==> src/rtl/dac_pkg.sv <==
// Shared constants and FSM state type for the DAC serial transmitter.
package dac_pkg;

    localparam int unsigned DAC_BITS   = 12;
    localparam int unsigned FRAME_BITS = 16;
    localparam int unsigned BIT_CNT_W  = $clog2(FRAME_BITS);

    typedef enum logic [1:0] {
        IDLE  = 2'd0,
        SHIFT = 2'd1,
        DONE  = 2'd2
    } state_e;

endpackage

==> src/rtl/dac_code_sat.sv <==
// Combinational sample-to-code converter: Q(p.f) signed sample -> 12-bit DAC code.
// Saturates below 0.0 and at/above 1.0; DAC_ROUND_EN adds half an LSB first.
module dac_code_sat
    import dac_pkg::*;
#(
    parameter int unsigned f     = 14,
    parameter int unsigned Width = 25
) (
    input  logic [Width-1:0]    dato_i,
    output logic [DAC_BITS-1:0] code_c
);

    // One extra bit so the rounding add can never wrap the sign.
    localparam int unsigned SW = Width + 1;

    logic [SW-1:0] val;

    // Sign-extend, optionally round, then clamp into [0, 0xFFF].
    always_comb begin
        val    = {dato_i[Width-1], dato_i};
`ifdef DAC_ROUND_EN
        val    = val + (SW'(1) << (f - 13));
`endif
        code_c = val[f-1:f-DAC_BITS];
        if (val[SW-1]) begin
            code_c = '0;
        end else if (|val[SW-2:f]) begin
            code_c = '1;
        end
    end

endmodule

==> src/rtl/dac_spi_tx.sv <==
// Serialises one 16-bit frame {4'b0, code} per accepted sample strobe to a SPI DAC.
// Optional macro: DAC_ROUND_EN selects round-half-up conversion instead of truncation.
module dac_spi_tx
    import dac_pkg::*;
#(
    parameter int unsigned p     = 10,
    parameter int unsigned f     = 14,
    parameter int unsigned Width = p + f + 1,
    parameter int unsigned DIV   = 2
) (
    input  logic             sclk,
    input  logic             rst,
    input  logic             enable,
    input  logic [Width-1:0] dato_dac,
    output logic             dac_sclk,
    output logic             dac_sync,
    output logic             dac_din,
    output logic             busy,
    output logic             done
);

    localparam int unsigned HW = $clog2(2 * DIV);

    state_e                state_q, state_d;
    logic [HW-1:0]         hcnt_q, hcnt_d;
    logic [BIT_CNT_W-1:0]  bit_q, bit_d;
    logic [FRAME_BITS-1:0] sh_q, sh_d;
    logic                  sclk_q, sclk_d;
    logic                  sync_q, sync_d;
    logic                  din_q, din_d;
    logic                  busy_q, busy_d;
    logic                  done_q, done_d;

    logic [DAC_BITS-1:0]   code_c;
    logic [FRAME_BITS-1:0] frame_c;
    logic [HW-1:0]         hcnt_nxt_c;

    dac_code_sat #(
        .f     (f),
        .Width (Width)
    ) u_code_sat (
        .dato_i (dato_dac),
        .code_c (code_c)
    );

    assign frame_c    = {4'b0000, code_c};
    assign hcnt_nxt_c = hcnt_q + HW'(1);

    // State, counters, shift register and registered pin drivers.
    always_ff @(posedge sclk or negedge rst) begin
        if (!rst) begin
            state_q <= IDLE;
            hcnt_q  <= '0;
            bit_q   <= '0;
            sh_q    <= '0;
            sclk_q  <= 1'b1;
            sync_q  <= 1'b1;
            din_q   <= 1'b0;
            busy_q  <= 1'b0;
            done_q  <= 1'b0;
        end else begin
            state_q <= state_d;
            hcnt_q  <= hcnt_d;
            bit_q   <= bit_d;
            sh_q    <= sh_d;
            sclk_q  <= sclk_d;
            sync_q  <= sync_d;
            din_q   <= din_d;
            busy_q  <= busy_d;
            done_q  <= done_d;
        end
    end

    // Next state plus the pin values the next cycle must show (idle levels by default).
    always_comb begin
        state_d = state_q;
        hcnt_d  = hcnt_q;
        bit_d   = bit_q;
        sh_d    = sh_q;
        sclk_d  = 1'b1;
        sync_d  = 1'b1;
        din_d   = 1'b0;
        busy_d  = 1'b0;
        done_d  = 1'b0;

        unique case (state_q)
            IDLE: begin
                if (enable) begin
                    state_d = SHIFT;
                    sh_d    = frame_c;
                    hcnt_d  = '0;
                    bit_d   = '0;
                    sync_d  = 1'b0;
                    din_d   = frame_c[FRAME_BITS-1];
                    busy_d  = 1'b1;
                end
            end
            SHIFT: begin
                busy_d = 1'b1;
                sync_d = 1'b0;
                if (hcnt_q == HW'(2 * DIV - 1)) begin
                    hcnt_d = '0;
                    if (bit_q == BIT_CNT_W'(FRAME_BITS - 1)) begin
                        state_d = DONE;
                        sync_d  = 1'b1;
                        done_d  = 1'b1;
                    end else begin
                        // New bit starts on the dac_sclk rising edge.
                        bit_d = bit_q + BIT_CNT_W'(1);
                        sh_d  = sh_q << 1;
                        din_d = sh_q[FRAME_BITS-2];
                    end
                end else begin
                    hcnt_d = hcnt_nxt_c;
                    sclk_d = (32'(hcnt_nxt_c) < DIV);
                    din_d  = sh_q[FRAME_BITS-1];
                end
            end
            DONE: begin
                state_d = IDLE;
            end
            default: begin
                state_d = IDLE;
            end
        endcase
    end

    assign dac_sclk = sclk_q;
    assign dac_sync = sync_q;
    assign dac_din  = din_q;
    assign busy     = busy_q;
    assign done     = done_q;

endmodule

==> config.mk <==
export PLATFORM = sky130hd
export DESIGN_NAME = dac_spi_tx
export DESIGN_NICKNAME = d
export VERILOG_FILES = /design/src/rtl/dac_pkg.sv /design/src/rtl/dac_code_sat.sv /design/src/rtl/dac_spi_tx.sv
export SDC_FILE = /design/constraint.sdc
export NUM_CORES = 1
export LEC_CHECK = 0
export CORE_UTILIZATION = 45
export CTS_CLUSTER_DIAMETER = 40
export CTS_CLUSTER_SIZE = 28
export DETAILED_ROUTE_END_ITERATION = 7
export HOLD_SLACK_MARGIN = 0.15
export MAX_ROUTING_LAYER = met4
export PLACE_DENSITY = 0.75
export SYNTH_ARGS = -nofsm -noshare
export SYNTH_HDL_FRONTEND = slang
export SYNTH_SLANG_ARGS = --single-unit
==> constraint.sdc <==
create_clock -name sclk -period 1.75 [get_ports sclk]
set_clock_uncertainty 0.05 [all_clocks]
set_input_delay 0.175 -clock sclk [delete_from_list [all_inputs] [get_ports sclk]]
set_output_delay 0.175 -clock sclk [all_outputs]
set_load 0.02 [all_outputs]
==> flow_summary.yaml <==
drt:
  final_antenna_net_count: 0
  vias: 1308
  firstDrtPassIters: 4
  drt_iter0_markers: 70
  detail_route.wl_per_cell_um: 14.6
  drc: 0
  avgViaCountPerCell: 5.52
  totalWireLength_um: 3470
sta:
  fin_crit_sh_pct: 94.9
  setup_viol: 0
  drv_slew: 0
  grt_setup_unrepaired: "false"
  timing.slew.headroom_pct: 75.8
  worstMarginPinSlew_ns: 0.352
  min_period_ns: 1.66
  fmax_mhz: 602
  hold_viol_final: 0
power_and_ir_drop:
  total_power_mw: 2.64
  power_frac_seq_pct: 41.0
  ir_drop_mv: 0.575
  power.density_mw_per_mm2: 1320
  power.leakage_nw: 0.812
  clkPwrFrac_pct: 16.1
  power_switching_uw: 971
  comb_power_share_pct: 42.9
  switching_share_pct: 36.8
  internal-power_mw: 1.67
floorplanning:
  start_util_pct: 46.9
  dieHeight_um: 61.0
  fp.dieW_um: 61.0
  core_mm2: 0.00334
  die-area_mm2: 0.00372
  ios: 33
  rows: 21
layout:
  area_delta_synth_final_pct: 27.9
  seqCellArea_um2: 728
  multi_input_area_um2: 743
  fill_cells: 298
  stdcell_area_mm2: 0.00200
  antennaDiodeCount: 0
  layout-drive-gt1-share_pct: 17.8
  fin_nets: 220
min_path:
  hp-class: "primary input to async pin"
synthesis:
  netlist_instances: 155
  synth.yosys.seq_area_share_pct: 46.6
  ys_types: 32
  syn_area_per_cell_um2: 10.1
  syn-num-nets: 185
  synth.most_common_cell: "dfrtp_1"
  synthFlopType: "dfrtp_1"
  yosys-top-cells-count: "dfrtp_1, nand2_1, nand3_1, or4_1, nor3_1"
  synth_seq_cells: 29
  syn_area_mm2: 0.00156
  yosys-top-cells-area: "dfrtp_1, o221ai_2, or4_1"
  yosys.area.top_type: "dfrtp_1"
  synth_edf_count: 0
  synth_top_area_share_pct: 43.2
  synth.yosys.warnings: 0
  async_flop_share_pct: 100
global_route:
  grt_usage_pct: 22.7
  first_global_vias: 1300
  grt_antenna_before_repair: 0
  grt_start_max_net_pins: 30
  gr-total-overflow: 0
  grt_pass1_wl_um: 5750
clocking:
  cts_htree_levels: 2
  clockBufferDepth: 2
  clkSlewWorstSetupHoldPaths_ns: 0.09
  clk_latency_ns: 0.33
  tritoncts: "built"
  post_cts_buffers: 0
  cts_sinks: 29
  cts_root_buffer: "clkbuf_4"
  cts_buffers: 5
setup_path:
  path_max_fanout: 8
  crit_path_end_kind: "flip-flop"
  worstPathArrival_ns: 1.86
  startpoint_type: "flip-flop"
  cp_data_required_time_ns: 1.94
  cpMostUsedCell: "mux2i_1"
  cp_slowest_cell: "dfrtp_1"
  path_cells: "ha_1, mux2i_1, a211oi_2, buf_4, mux2i_1"
  crit_path_max_incr_delay_ns: 0.39
  cp_num_buf_inv: 1
  critical_path.top_delay_family: "multiplexers"
  worstSetupPathType: "flip-flop to flip-flop"
placement:
  portBuffers: 30
  post-dp-hpwl_um: 2540
  place_congestion: 0.749
  placed_area_mm2: 0.00194
job:
  max_cap_viol_count: 0
outcome:
  status: "finished, final reports clean"
[sequential cells by signal (all words and copies together) (netlist names)]
register	flops
bit_q	4
hcnt_q	2
done	1
dac_sclk	1
state_q	2
sh_q	16
dac_din	1
dac_sync	1
busy	1
[cells by family after synthesis]
group	after synthesis	share of synthesized area, %
compound gates	23	16.2
mux	6	3.84
flops	29	46.6
simple gates	74	25.6
buf+inv	21	6.16
fa+ha+maj	2	1.60
[repair_timing]
action / 4_1_cts / 5_1_grt
gates cloned: 0 / 0
setup endpoints to repair: 12 / 2
resized for setup: 1 / 1
hold buffers: 0 / 0
hold endpoints to repair: 0 / 0
[worst paths after layout]
kind,startpoint,to,slack (ns),cells after the start
setup / recovery,hcnt_q[0],sh_q[12],0.09,5
hold / removal,rst,sh_q[9],0.17,2
setup reg to reg,hcnt_q[0],sh_q[12],0.09,5
hold reg to reg,hcnt_q[1],hcnt_q[1],0.45,2
max in group asynchronous,rst,dac_sync,1.16,2
min in group sclk,hcnt_q[1],hcnt_q[1],0.45,2
[power by group through the flow]
| stage | clock network (mW) | logic, mW | registers (mW) |
|---|---|---|---|
| 2_1_floorplan | 0 | 0.769 | 1.10 |
| 3_3_place_gp | 0 | 1.07 | 1.07 |
| 3_5_place_dp | 0 | 1.13 | 1.09 |
| 4_1_cts | 0.437 | 1.14 | 1.08 |
| 5_1_grt | 0.471 | 1.27 | 1.12 |
| 6_report | 0.424 | 1.13 | 1.08 |
[layer usage]
metal | vias up | GRT usage (%) | wire length (um)
li1 | 644 | - | -
met1 | 634 | 25.8 | 1460
met2 | 22 | 37.7 | 1810
met3 | 8 | 7.25 | 119
met4 | 0 | 7.79 | 76
met5 | - | - | 0
[final cells by class]
| class | count | share of cell area, % |
|---|---|---|
| Timing Repair Buffer | 41 | 19.1 |
| Clock buffer | 8 | 2.94 |
| Multi-Input combinational cell | 105 | 37.1 |
| Inverter | 8 | 1.50 |
| Tap cell | 46 | 2.88 |
| Sequential cell | 29 | 36.4 |
[cells in the final DEF (no fill, tap or decap), drive strengths merged, types with 2 or more instances in the layout]
cell type / n
a21oi: 3
and3: 3
buf: 11
clkbuf: 8
clkdlybuf4s50: 30
dfrtp: 27
dfstp: 2
ha: 2
inv: 8
mux2i: 6
nand2: 22
nand2b: 2
nand3: 14
nor3: 13
o221ai: 11
or4: 14
[worst reg2reg max path: stages, from the launching register on]
cell      delay, ns
dfrtp_1        0.39
ha_1           0.32
mux2i_1        0.20
a211oi_2       0.22
buf_4          0.20
mux2i_1        0.21
[through the flow]
step | cells | hold WS (ns) | setup TNS, ns | setup slack (ns) | util, %
2_1_floorplan | 155 | -0.171 | 0 | 0.0551 | -
3_3_place_gp | 229 | 0.414 | -1.25 | -0.126 | 58.1
3_5_place_dp | 229 | 0.436 | -1.49 | -0.186 | 58.1
4_1_cts | 237 | 0.179 | 0 | 0.0626 | 59.9
5_1_grt | 237 | 0.192 | 0 | 0.00295 | 60.0
6_report | 237 | 0.171 | 0 | 0.0885 | 60.0
Power figures use the tool's default switching activity.
